### config.mk
export PLATFORM = sky130hd
export DESIGN_NAME = voice_sched
export DESIGN_NICKNAME = d
export VERILOG_FILES = /design/src/rtl/voice_pkg.sv /design/src/rtl/phase_bank.sv /design/src/rtl/voice_sched.sv
export SDC_FILE = /design/constraint.sdc
export NUM_CORES = 1
export LEC_CHECK = 0
export CORE_UTILIZATION = 60
export DETAILED_ROUTE_END_ITERATION = 10
export PLACE_DENSITY_LB_ADDON = 0.15
export SYNTH_ARGS = -nofsm -noshare
export SYNTH_HDL_FRONTEND = slang
export SYNTH_SLANG_ARGS = --single-unit
### constraint.sdc
create_clock -name clk -period 9.7 [get_ports clk]
set_clock_uncertainty 0.15 [all_clocks]
set_input_delay 2.91 -clock clk [delete_from_list [all_inputs] [get_ports clk]]
set_output_delay 2.91 -clock clk [all_outputs]
set_load 0.005 [all_outputs]
### src/rtl/voice_pkg.sv
// voice_pkg: constants and FSM state encoding shared by the voice scheduler
// and its phase bank.
package voice_pkg;

    localparam int NV_DEF = 4;   // voices sharing one ROM path
    localparam int PW_DEF = 21;  // phase accumulator width
    localparam int DW_DEF = 8;   // signed ROM sample width
    localparam int ADDR_W = 11;  // ROM raw address width, taken from the phase MSBs

    localparam logic [1:0] ST_IDLE  = 2'd0;
    localparam logic [1:0] ST_RUN   = 2'd1;
    localparam logic [1:0] ST_DRAIN = 2'd2;

endpackage

### src/rtl/phase_bank.sv
// phase_bank: per-voice phase accumulators and phase increments.
//   clk, rst          clock, async active-high reset
//   inc_wr/sel/data   increment write port, takes effect on the next edge
//   upd, upd_idx      advance (or zero) the phase of voice upd_idx this cycle
//   upd_en            1: phase += inc, 0: phase cleared
//   rd_idx, rd_addr   combinational read of the phase MSBs of voice rd_idx
module phase_bank
    import voice_pkg::*;
#(
    parameter int NV = NV_DEF,
    parameter int PW = PW_DEF,
    parameter int VW = 2
) (
    input  logic              clk,
    input  logic              rst,
    input  logic              inc_wr,
    input  logic [1:0]        inc_sel,
    input  logic [PW-1:0]     inc_data,
    input  logic              upd,
    input  logic [VW-1:0]     upd_idx,
    input  logic              upd_en,
    input  logic [VW-1:0]     rd_idx,
    output logic [ADDR_W-1:0] rd_addr
);

    logic [PW-1:0] phase_q [NV];
    logic [PW-1:0] phase_d [NV];
    logic [PW-1:0] inc_q   [NV];
    logic [PW-1:0] inc_d   [NV];

    // The phase adder reads inc_q, so a voice advanced in the same cycle as an
    // increment write still steps by the old increment.
    always_comb begin
        for (int i = 0; i < NV; i++) begin
            phase_d[i] = phase_q[i];
            inc_d[i]   = inc_q[i];
            if (inc_wr && inc_sel == 2'(i)) begin
                inc_d[i] = inc_data;
            end
            if (upd && upd_idx == VW'(i)) begin
                phase_d[i] = upd_en ? phase_q[i] + inc_q[i] : '0;
            end
        end
    end

    always_ff @(posedge clk or posedge rst) begin
        if (rst) begin
            for (int i = 0; i < NV; i++) begin
                phase_q[i] <= '0;
                inc_q[i]   <= '0;
            end
        end else begin
            for (int i = 0; i < NV; i++) begin
                phase_q[i] <= phase_d[i];
                inc_q[i]   <= inc_d[i];
            end
        end
    end

    assign rd_addr = phase_q[rd_idx][PW-1:PW-ADDR_W];

endmodule

### src/rtl/voice_sched.sv
// voice_sched: time-shares one sine ROM among NV voices and mixes them into
// one output sample per sample_tick.
//   clk, rst            clock, async active-high reset
//   sample_tick         request one mixed sample
//   voice_en            per-voice enable (disabled voice: phase zeroed, adds 0)
//   inc_wr/sel/data     phase increment write port
//   raw_addr, rom_en    registered ROM address and read enable
//   rom_data            synchronous ROM sample, one cycle after its address
//   mix, mix_valid      signed sum of enabled voices, one-cycle valid pulse
//   busy                FSM not idle
//   ovr, clr_ovr        sticky "tick while busy" flag and its clear
//
//   state    | meaning
//   ---------+-----------------------------------------------------------
//   ST_IDLE  | waiting for sample_tick, raw_addr holds
//   ST_RUN   | NV cycles, voice vidx address on the ROM, phase advanced
//   ST_DRAIN | last ROM sample accumulated, mix loaded
module voice_sched
    import voice_pkg::*;
#(
    parameter int NV = NV_DEF,
    parameter int PW = PW_DEF,
    parameter int DW = DW_DEF
) (
    input  logic              clk,
    input  logic              rst,
    input  logic              sample_tick,
    input  logic [NV-1:0]     voice_en,
    input  logic              inc_wr,
    input  logic [1:0]        inc_sel,
    input  logic [PW-1:0]     inc_data,
    output logic [ADDR_W-1:0] raw_addr,
    output logic              rom_en,
    input  logic [DW-1:0]     rom_data,
    output logic [DW+1:0]     mix,
    output logic              mix_valid,
    output logic              busy,
    output logic              ovr,
    input  logic              clr_ovr
);

    localparam int VW = (NV > 1) ? $clog2(NV) : 1;
    localparam int MW = DW + 2;

    logic [1:0]              state_q, state_d;
    logic [VW-1:0]           vidx_q, vidx_d;
    logic [ADDR_W-1:0]       raw_addr_q, raw_addr_d;
    logic                    rom_en_q, rom_en_d;
    logic                    take_q, take_d;
    logic signed [MW-1:0]    acc_q, acc_d;
    logic signed [MW-1:0]    mix_q, mix_d;
    logic                    mix_valid_q, mix_valid_d;
    logic                    ovr_q, ovr_d;

    logic [VW-1:0]           rd_idx;
    logic [ADDR_W-1:0]       rd_addr;
    logic                    last;
    logic signed [MW-1:0]    contrib;
    logic signed [MW-1:0]    acc_sum;

    phase_bank #(.NV(NV), .PW(PW), .VW(VW)) u_phase_bank (
        .clk      (clk),
        .rst      (rst),
        .inc_wr   (inc_wr),
        .inc_sel  (inc_sel),
        .inc_data (inc_data),
        .upd      (state_q == ST_RUN),
        .upd_idx  (vidx_q),
        .upd_en   (voice_en[vidx_q]),
        .rd_idx   (rd_idx),
        .rd_addr  (rd_addr)
    );

    // raw_addr is registered, so the address loaded at an edge belongs to the
    // RUN cycle that edge starts: voice 0 from IDLE, voice vidx+1 from RUN.
    assign rd_idx  = (state_q == ST_RUN) ? vidx_q + VW'(1) : '0;
    assign last    = (vidx_q == VW'(NV - 1));
    // take_q marks that the sample now on rom_data came from an enabled voice.
    assign contrib = take_q ? MW'($signed(rom_data)) : '0;
    assign acc_sum = acc_q + contrib;

    always_comb begin
        state_d     = state_q;
        vidx_d      = vidx_q;
        raw_addr_d  = raw_addr_q;
        rom_en_d    = 1'b0;
        take_d      = 1'b0;
        acc_d       = acc_q;
        mix_d       = mix_q;
        mix_valid_d = 1'b0;
        ovr_d       = ovr_q & ~clr_ovr;

        case (state_q)
            ST_IDLE: begin
                if (sample_tick) begin
                    state_d    = ST_RUN;
                    vidx_d     = '0;
                    acc_d      = '0;
                    raw_addr_d = rd_addr;
                    rom_en_d   = 1'b1;
                end
            end
            ST_RUN: begin
                take_d = voice_en[vidx_q];
                acc_d  = acc_sum;
                if (last) begin
                    state_d = ST_DRAIN;
                end else begin
                    vidx_d     = vidx_q + VW'(1);
                    raw_addr_d = rd_addr;
                    rom_en_d   = 1'b1;
                end
            end
            ST_DRAIN: begin
                acc_d       = acc_sum;
                mix_d       = acc_sum;
                mix_valid_d = 1'b1;
                state_d     = ST_IDLE;
            end
            default: begin
                state_d = ST_IDLE;
            end
        endcase

        // Setting has priority over clr_ovr in the same cycle.
        if (sample_tick && state_q != ST_IDLE) begin
            ovr_d = 1'b1;
        end
    end

    always_ff @(posedge clk or posedge rst) begin
        if (rst) begin
            state_q     <= ST_IDLE;
            vidx_q      <= '0;
            raw_addr_q  <= '0;
            rom_en_q    <= 1'b0;
            take_q      <= 1'b0;
            acc_q       <= '0;
            mix_q       <= '0;
            mix_valid_q <= 1'b0;
            ovr_q       <= 1'b0;
        end else begin
            state_q     <= state_d;
            vidx_q      <= vidx_d;
            raw_addr_q  <= raw_addr_d;
            rom_en_q    <= rom_en_d;
            take_q      <= take_d;
            acc_q       <= acc_d;
            mix_q       <= mix_d;
            mix_valid_q <= mix_valid_d;
            ovr_q       <= ovr_d;
        end
    end

    assign raw_addr  = raw_addr_q;
    assign rom_en    = rom_en_q;
    assign mix       = mix_q;
    assign mix_valid = mix_valid_q;
    assign busy      = (state_q != ST_IDLE);
    assign ovr       = ovr_q;

endmodule

==> metrics.md <==
| Metric | Value |
|---|---|
| Post-synth top flop | dfrtp_1 |
| DR DRC count | 0 |
| Largest net degree at the start of global routing | 133 |
| Synthesized area per cell | 10.0 µm² |
| Hold Buf Count CTS | 0 |
| CP required | 6640 ps |
| Leak | 6.37 nW |
| P_sw | 1.80 mW |
| Dpl cells | 1,546 |
| EDFF count, synth | 0 |
| Main combinational cell family by area after synthesis | compound AO/OA/AOI/OAI gates |
| Number of antenna violations at the first check in global routing | 0 |
| Initial core utilization | 0.615 |
| Hold Vio Cnt, Final | 0 |
| CP max stage cell | clkdlybuf4s50_1 |
| Num ports | 65 |
| CTS Buffer Depth | 3 |
| Area Growth Syn to Fin | 12.7% |
| Register area | 5180 µm² |
| DP Area | 13,400 µm² |
| CP Class | flip-flop to output pin |
| WP data arrival | 2170 ps |
| # diodes | 0 |
| First-pass GRT wire length | 49.2 mm |
| Post-Syn Area | 12,500 µm² |
| Final Setup Violations | 0 |
| Buf/Inv on CP | 3 |
| Tot Pwr | 4.41 mW |
| Routed wire per std cell | 18.8 µm |
| Max H-tree Level | 1 |
| Clock network power share | 0.186 |
| Initial DRT Pass Iterations | 5 |
| Dpl hpwl | 20.7 mm |
| Row count | 52 |
| Tcrit/Tclk final | 0.539 |
| Hold Path Class | flip-flop to flip-flop |
| Slew HR | 0.163 |
| Worst slack, placed | 4050 ps |
| Aggregate global routing overflow | 0 |
| Pwr dens | 312 nW/µm² |
| DR iter-0 viols | 468 |
| Setup WS post-layout | 4470 ps |
| Footprint of the multi-input gates | 7000 µm² |
| Crit end category | output pin |
| GPL Wtd Cong | 0.861 |
| Worst Tran Pin Value | 1250 ps |
| Pint | 2.61 mW |
| Setup Fix Bufs, Post-CTS | 0 |
| Total CTS buffers | 23 |
| CTS tree | built |
| Worst Hold Slack | 328 ps |
| Layout cell share with drive strength beyond 1 | 0.125 |
| CP max FO | 11 |
| Run status | finished, final reports clean |
| Post-Synth Simple-Gate Area | 0.121 |
| Final non-filler cell total | 1,583 |
| Average vias per placed instance | 6.23 |
| Comb pwr share | 0.505 |
| Clock tree root buffer cell | clkbuf_16 |
| Final instance area | 14,100 µm² |
| Max cap viols | 0 |
| Die Span Y | 146 µm |
| Post-layout util | 0.693 |
| Delay-heaviest family, CP | buffers and inverters |
| Maximum vdd drop | 0.198 mV |
| Worst path cell trace | inv_1, ha_1, inv_1, clkdlybuf4s50_1 |
| Die ar. | 21,400 µm² |
| Xor and xnor area share after synthesis | 0.0413 |
| Final min period | 5230 ps |
| Maximum achievable frequency | 191 MHz |
| Yosys reg bits | 207 |
| Register area share after synthesis | 0.414 |
| Syn. warnings | 0 |
| Syn nets | 1,388 |
| Net Sw Frac | 0.407 |
| Post-CTS sizing | 0 |
| Number of library cell types mapped by synthesis | 72 |
| Num Clock Sinks | 207 |
| CP peak stage delay | 580 ps |
| TNS Setup | 0 ps |
| Total Routing Usage GR | 0.284 |
| Max Slew Vio Count | 0 |
| Post-synthesis compound-gate area fraction | 0.192 |
| Port Buffer Count | 64 |
| Most frequent CP cell | inv_1 |
| CTS clk-pin slew, worst paths | 60 ps |
| FILL cells | 1,604 |
| Clock Latency Late Sink | 510 ps |
| Nets | 1,442 |
| Detailed-route via count | 9,868 |
| Final wirelength | 29.7 mm |
| Post-synthesis async set-or-reset flop share | 1.00 |
| Vias in the first global route | 9,606 |
| RSZ-0062 raised after global routing | no |
| Syn Inst Count | 1,247 |
| Die Width | 146 µm |
| Adder-cell share of the synthesized area | 0.104 |
| Core area | 20,400 µm² |
| Post-route ant nets | 0 |
| Seq pwr share | 0.309 |
| Startpoint Class | flip-flop |
| Multiplexer area fraction after synthesis | 0.0992 |
[worst paths after layout]
check	to	cells past startpoint	slack [ps]	start
worst max-delay path	busy	4	4470	state_q[0]$_DFFE_PP0P_
worst min-delay path	raw_addr[4]$_DFFE_PP0P_	2	330	raw_addr[4]$_DFFE_PP0P_
worst max register to register	u_phase_bank.phase_q[41]$_DFFE_PP0P_	11	6820	u_phase_bank.inc_q[21]$_DFFE_PP0P_
worst min register to register	raw_addr[4]$_DFFE_PP0P_	2	330	raw_addr[4]$_DFFE_PP0P_
max in group asynchronous	u_phase_bank.inc_q[65]$_DFFE_PP0P_	3	5000	rst
min in group asynchronous	u_phase_bank.inc_q[38]$_DFFE_PP0P_	2	2850	rst
[synthesized netlist by cell type, types with 4 or more instances]
master	count	area (µm²)
and3_1	8	50.1
mux2i_1	7	70.1
nor2b_1	14	87.6
a211oi_1	14	105
nand4_1	6	37.5
buf_1	5	18.8
nor4_1	4	25.0
o21ai_1	4	20.0
a21oi_1	62	310
clkbuf_1	37	139
a22o_1	27	236
and2_1	11	68.8
o21a_1	13	97.6
xor2_1	26	228
inv_1	45	169
a31oi_1	12	75.1
nor2_1	86	323
nand2b_1	12	75.1
fa_1	5	100
nor3_1	21	105
mux2_2	104	1170
o211ai_1	7	52.6
o21bai_1	11	82.6
xnor2_1	33	289
o21ai_0	84	420
a21o_1	20	150
ha_1	96	1200
dfrtp_1	207	5180
nand3_1	22	110
nand2_1	118	443
or3_1	8	50.1
o31ai_1	25	188
o41ai_1	13	114
a22oi_1	13	97.6
a211o_1	4	35.0
a221oi_1	11	96.3
[registers in the layout, summed over array words and instances (netlist names)]
name,flops
ovr,1
u_phase_bank.inc_q,84
vidx_q,2
mix,10
rom_en,1
acc_q,10
raw_addr,11
take_q,1
u_phase_bank.phase_q,84
mix_valid,1
state_q,2
[cell type report]
type | instances | area share
Inverter | 45 | 0.0125
Clock buffer | 36 | 0.0492
Clock inverter | 1 | 0.000355
Tap cell | 270 | 0.0239
Multi-Input combinational cell | 949 | 0.496
Timing Repair Buffer | 75 | 0.0512
Sequential cell | 207 | 0.367
[worst register-to-register path, cell delays in order (launching register included)]
cell	delay, ps
dfrtp_1	390
ha_1	230
inv_1	70
fa_1	230
nor2b_4	70
o31ai_4	240
a21oi_2	140
o41ai_4	490
o311ai_1	210
a21o_1	210
and2_4	160
o311ai_2	210
[cell families (layout without fill, tap and decap cells)]
| logic type | after synthesis | in the layout |
|---|---|---|
| AOI/OAI and AO/OA | 351 | 351 |
| xor gates and xnor gates | 59 | 59 |
| adders and majority gates | 101 | 101 |
| buffers and inverters | 91 | 157 |
| DFF | 207 | 207 |
| muxes | 111 | 111 |
| and+or+nand+nor | 327 | 327 |
[per-layer routing]
metal,wire length [µm],GRT usage,up-vias
met5,0,0,-
met4,1130,0.103,0
met3,1560,0.0447,64
met2,13900,0.477,269
met1,13200,0.374,4841
li1,-,-,4694
[placed cells by master (no fill, tap or decap), types with 7 or more instances in the layout]
| cell | count |
|---|---|
| a21o_1 | 20 |
| dfrtp_1 | 207 |
| nor3_1 | 21 |
| clkbuf_16 | 23 |
| clkbuf_8 | 7 |
| buf_4 | 11 |
| nand2b_1 | 12 |
| and3_1 | 8 |
| xor2_1 | 26 |
| ha_1 | 96 |
| nor2_1 | 86 |
| xnor2_1 | 33 |
| a22oi_1 | 13 |
| clkdlybuf4s50_1 | 64 |
| a211oi_1 | 14 |
| o21ai_0 | 83 |
| nand2_1 | 118 |
| nor2b_1 | 14 |
| a221oi_1 | 11 |
| mux2_2 | 104 |
| mux2i_1 | 7 |
| nand3_1 | 22 |
| or3_1 | 8 |
| o31ai_1 | 25 |
| o41ai_1 | 13 |
| o211ai_1 | 7 |
| a22o_1 | 27 |
| and2_1 | 11 |
| o21a_1 | 13 |
| inv_1 | 44 |
| o21bai_1 | 11 |
| a21oi_1 | 62 |
| a31oi_1 | 12 |
[power groups by stage]
stage / sequential (mW) / combinational, mW / clock (mW)
after floorplan: 1.29 / 1.72 / 0
after global placement: 1.36 / 2.13 / 0
after detailed placement: 1.37 / 2.19 / 0
after CTS: 1.36 / 2.22 / 0.836
after global routing: 1.39 / 2.49 / 0.866
final: 1.36 / 2.23 / 0.821
(Power assumes the default switching activity.)
